--- config.mk ---
export PLATFORM = sky130hd
export DESIGN_NAME = universal_addsub_serial
export DESIGN_NICKNAME = d
export VERILOG_FILES = /design/src/rtl/universal_addsub_serial.sv
export SDC_FILE = /design/constraint.sdc
export NUM_CORES = 1
export LEC_CHECK = 0
export CAP_MARGIN = 20
export CORE_UTILIZATION = 45
export CTS_CLUSTER_SIZE = 16
export DETAILED_ROUTE_END_ITERATION = 10
export GPL_TIMING_DRIVEN = 0
export PLACE_DENSITY = 0.7
export SLEW_MARGIN = 0
export SYNTH_ARGS = -nofsm -noshare
export SYNTH_HDL_FRONTEND = slang
export SYNTH_SLANG_ARGS = --single-unit
--- constraint.sdc ---
create_clock -name clk -period 4.5 [get_ports clk]
set_clock_uncertainty 0.1 [all_clocks]
set_input_delay 1.35 -clock clk [delete_from_list [all_inputs] [get_ports clk]]
set_output_delay 1.35 -clock clk [all_outputs]
set_load 0.01 [all_outputs]
--- src/rtl/universal_addsub_serial.sv ---
// universal_addsub_serial: multi-cycle two's-complement add/subtract unit.
// Operands of WIDTH bits are processed CHUNK bits per clock, LSB chunk first,
// with the inter-chunk carry held in a one-bit register. Valid/ready
// handshakes on both the operation input and the result output.
// Modes: 00 = A-B, 01 = A+B, 10 = B-A, 11 = 0-A.
// Optional feature: define UNIVERSAL_ADDSUB_SATURATE_EN to clamp the result
// on signed overflow instead of wrapping modulo 2^WIDTH.

module universal_addsub_serial #(
  parameter int WIDTH = 16,
  parameter int CHUNK = 4
) (
  input  logic             clk,
  input  logic             rst,
  input  logic             in_valid,
  output logic             in_ready,
  input  logic [WIDTH-1:0] a,
  input  logic [WIDTH-1:0] b,
  input  logic [1:0]       mode,
  output logic             out_valid,
  input  logic             out_ready,
  output logic [WIDTH-1:0] result,
  output logic             carry_borrow,
  output logic             overflow,
  output logic             zero,
  output logic             negative
);

  localparam int N     = WIDTH / CHUNK;
  localparam int CNT_W = (N > 1) ? $clog2(N) : 1;
  localparam logic [CNT_W-1:0] LAST_CHUNK = CNT_W'(N - 1);

  typedef enum logic [1:0] {
    IDLE,
    BUSY,
    DONE
  } state_t;

  state_t           state;
  logic [WIDTH-1:0] x_reg;
  logic [WIDTH-1:0] y_reg;
  logic [WIDTH-1:0] acc_reg;
  logic             carry_reg;
  logic             is_add;
  logic             x_msb;
  logic             y_msb;
  logic [CNT_W-1:0] cnt;

  logic [WIDTH-1:0] op_x;
  logic [WIDTH-1:0] op_y;
  logic [WIDTH-1:0] op_yp;
  logic [CHUNK:0]   chunk_sum;
  logic [WIDTH-1:0] acc_next;
  logic             final_ovf;
  logic             final_cb;
  logic [WIDTH-1:0] final_res;

  // Map the requested mode onto a single X + Y' + carry-in form; subtraction
  // uses the inverted second operand together with a carry-in of one.
  always_comb begin
    op_x = a;
    op_y = b;
    case (mode)
      2'b10: begin
        op_x = b;
        op_y = a;
      end
      2'b11: begin
        op_x = '0;
        op_y = a;
      end
      default: begin
        op_x = a;
        op_y = b;
      end
    endcase
    op_yp = (mode == 2'b01) ? op_y : ~op_y;
  end

  // One chunk of the ripple sum, the accumulated result it produces and the
  // flags as they would look if this is the final chunk. Overflow compares
  // against the sign of Y' so one rule covers both addition and subtraction,
  // including negation of the most-negative value.
  always_comb begin
    chunk_sum = {1'b0, x_reg[CHUNK-1:0]} + {1'b0, y_reg[CHUNK-1:0]}
              + {{CHUNK{1'b0}}, carry_reg};
    acc_next  = (acc_reg >> CHUNK)
              | (WIDTH'(chunk_sum[CHUNK-1:0]) << (WIDTH - CHUNK));
    final_ovf = (x_msb == y_msb) && (acc_next[WIDTH-1] != x_msb);
    final_cb  = is_add ? chunk_sum[CHUNK] : ~chunk_sum[CHUNK];
    final_res = acc_next;
`ifdef UNIVERSAL_ADDSUB_SATURATE_EN
    if (final_ovf) begin
      final_res = x_msb ? {1'b1, {(WIDTH-1){1'b0}}} : {1'b0, {(WIDTH-1){1'b1}}};
    end
`endif
  end

  // Control FSM plus the chunk datapath; operands shift right one chunk per
  // BUSY cycle so only the low chunk is ever added, and the visible result
  // and flags change only when an operation completes.
  always_ff @(posedge clk) begin
    if (rst) begin
      state        <= IDLE;
      in_ready     <= 1'b1;
      out_valid    <= 1'b0;
      result       <= '0;
      carry_borrow <= 1'b0;
      overflow     <= 1'b0;
      zero         <= 1'b0;
      negative     <= 1'b0;
      cnt          <= '0;
      x_reg        <= '0;
      y_reg        <= '0;
      acc_reg      <= '0;
      carry_reg    <= 1'b0;
      is_add       <= 1'b0;
      x_msb        <= 1'b0;
      y_msb        <= 1'b0;
    end else begin
      case (state)
        IDLE: begin
          if (in_valid) begin
            x_reg     <= op_x;
            y_reg     <= op_yp;
            acc_reg   <= '0;
            carry_reg <= (mode != 2'b01);
            is_add    <= (mode == 2'b01);
            x_msb     <= op_x[WIDTH-1];
            y_msb     <= op_yp[WIDTH-1];
            cnt       <= '0;
            in_ready  <= 1'b0;
            state     <= BUSY;
          end
        end
        BUSY: begin
          x_reg     <= x_reg >> CHUNK;
          y_reg     <= y_reg >> CHUNK;
          acc_reg   <= acc_next;
          carry_reg <= chunk_sum[CHUNK];
          if (cnt == LAST_CHUNK) begin
            cnt          <= '0;
            result       <= final_res;
            carry_borrow <= final_cb;
            overflow     <= final_ovf;
            zero         <= (final_res == '0);
            negative     <= final_res[WIDTH-1];
            out_valid    <= 1'b1;
            state        <= DONE;
          end else begin
            cnt <= cnt + 1'b1;
          end
        end
        DONE: begin
          if (out_ready) begin
            out_valid <= 1'b0;
            in_ready  <= 1'b1;
            state     <= IDLE;
          end
        end
        default: begin
          state     <= IDLE;
          in_ready  <= 1'b1;
          out_valid <= 1'b0;
        end
      endcase
    end
  end

endmodule

==> metrics.txt <==
RSZ-0062 raised after global routing=no; reg2reg setup slack=between 1500 and 2000 ps; Crit Reg-Reg Endpoint=zero$_SDFFE_PP0P_; CTS clk-pin slew, worst paths=roughly 70 ps; Die ar.=between 0.008 and 0.009 mm2; drt pass-1 iters=5; worst flop-to-flop path startpoint=x_reg[0]$_SDFFE_PP0P_; EDFF count, synth=0; grt total ovfl=0; Post-DRT Antenna Nets=0; Pwr Density=about 330 mW/mm2; CP top delay family=buffers and inverters; Worst Reg2Reg Path Length in Cells=8; post-synthesis sequential area ratio=41.0%; Cell variety after synth=40; vias in the first global route=~3,200; Area growth, synth to finish=25.4%; Yosys reg bits=73; Fill cells=approximately 750; DRC Markers=0; ys flop type=dfxtp_1; crit end category=flop; Final Setup Violations=0; Routed WL=slightly above 9000 um; CTS resizes=0; CTS Root Buffer Type=clkbuf_8; Peak VDD IR=roughly 0.16 mV; Ys Warns=0; largest fanout on the critical path=10; area of the multi-input gates=0.00192 mm2; nets=approximately 560; Final Hold Fails=0; Mapped Nets=~490; drt initial violations=roughly 190; Critical path buffers and inverters=3; Slew headroom=about three fifths; chip height=around 91 um; LEAKAGE=between 1.5 and 2 nW; share of the synthesized area in the top cell type=between 40% and 50%; row count=32; Required @ worst endpoint=about 4700 ps; initial core utilization=46.3%; share of cells above drive strength 1=between 6 and 7%; worst slew pin tran=610 ps; maxcap violations=0; met1 Use GR=30.8%; GR Util All Layers=between 20% and 30%; Final Total Pwr=1.48 mW; antenna violations before repair=0; fmax=339 MHz; fin area=~0.0045 mm2; Final Hold Slack=355 ps; Post-DP Area=0.00426 mm2; Period minus WS final=around 3000 ps; status=completed; Sink Count=73; most numerous cell in the Yosys netlist=nand2_1; synthesized area per cell=8.00 um2; critical path class=in2reg; Hold Path Depth=2; Die Width=just over 90 um; Via-to-Cell Ratio=5.46; register area=0.00146 mm2; clock buffer depth=2; CP max-delay cell=clkdlybuf4s50_1; Yosys top cell by area=dfxtp_1; Post-DP HPWL=6970 um; Slew Viols, Final=0; Worst Hold End=result[2]$_SDFFE_PP0P_; Vias=between 3,000 and 4,000; largest net degree at the start of global routing=12; slowest cell delay on critical path=between 500 and 600 ps; total CTS buffers=9; Sum Neg Setup Slack=0 ps; cell chain of the critical path=clkdlybuf4s50_1 > buf_2 > clkbuf_1 > nand3b_1 > nand3_1 > o211ai_1 > a21oi_1; H-tree Lvls=3; Commonest cells post-synth=nand2_1, dfxtp_1, a21oi_1; crit path DAT=roughly 3100 ps; Hold Crit Start=result[2]$_SDFFE_PP0P_; ys async rst share=0%; most used routing layer=met2; fin crit share=between 60% and 70%; worst skew pair latency=between 300 and 400 ps; n_diodes=0; Min-Delay Path Class=reg2reg; main area contributors after synthesis=dfxtp_1, a21oi_1, nand2_1; Cells after Synth=445; startpoint types=input pin; Post-CTS Setup Inserts=0; GR Layer Usage met3=under 10%; CTS tree=yes; number of port buffers=57; area of the mapped netlist=about 0.0036 mm2; core area=~0.0077 mm2; io pins=60; routed length per instance=~15 um; first-pass GRT wire length=15,500 um; GPL Wtd Cong=between 0.8 and 0.9; met2 global-route usage=about two fifths; Post-CTS Hold Buffers=0
-- worst max-delay path by stage --
| stage | slack (ps) | cells after the start | from | end |
|---|---|---|---|---|
| floorplan | 2000 | 6 | mode[0] | y_reg[10]$_SDFFE_PP0P_ |
| global placement | 1240 | 6 | in_valid | x_reg[3]$_SDFFE_PP0P_ |
| detailed placement | 1200 | 7 | mode[1] | x_reg[11]$_SDFFE_PP0P_ |
| CTS | 1540 | 7 | mode[1] | x_reg[11]$_SDFFE_PP0P_ |
| global route | 1390 | 6 | in_valid | x_reg[7]$_SDFFE_PP0P_ |
| finish | 1550 | 7 | mode[1] | x_reg[11]$_SDFFE_PP0P_ |
-- area by class of cell --
type                       count  share of cell area, %
timing repair buffer          57                   12.8
inverter                       5                  0.420
tap                          102                   2.86
multi-input combinational    328                   42.9
clock buffer                  14                   3.86
clock inverter                 2                  0.784
sequential                    73                   32.7
buffer                        39                   3.70
-- logic make-up after synthesis --
logic type	share of synthesized area, %
fa+ha+maj	2.53
flops	41.0
simple gates	24.9
mux	1.69
xor+xnor	4.43
compound gates	20.3
buf+inv	5.16
-- power breakdown --
group          switching (mW)  total [mW]  internal (mW)
combinational           0.139       0.248          0.109
clock                   0.232       0.533          0.301
sequential             0.0236       0.701          0.678
total                   0.394        1.48           1.09
-- worst register-to-register path, cell delays in order (launching register included) --
cell      delay, ps
dfxtp_1         350
inv_1            70
fa_1            430
inv_1            90
fa_1            480
nor4b_1         370
nand4_1         150
a2111o_1        430
a21oi_2         130
-- per-stage QoR --
| stage | utilization (%) | std cells | setup slack, ps |
|---|---|---|---|
| 6_report | 58.1 | 620 | 1550 |
| 5_1_grt | 58.1 | 620 | 1390 |
| 3_3_place_gp | 55.4 | 604 | 1240 |
| 3_5_place_dp | 55.4 | 604 | 1200 |
| 2_1_floorplan | - | 445 | 2000 |
| 4_1_cts | 58.1 | 620 | 1540 |
-- per-layer routing --
layer / wire [um] / vias up
met5: 0 / -
met4: 95 / 0
met3: 394 / 9
met2: 4610 / 90
met1: 4190 / 1601
li1: - / 1685
-- cells in the final DEF, fill, tap and decap left out, drive strengths merged, types with 17 or more instances in the layout --
cell type and count:
dfxtp 73, nand3 32, o211ai 28, clkdlybuf4s50 57, a21oi 69, nand2 74, nand2b 26, clkbuf 37
nor2 17
Note: power is estimated with default switching activity, not from simulation.
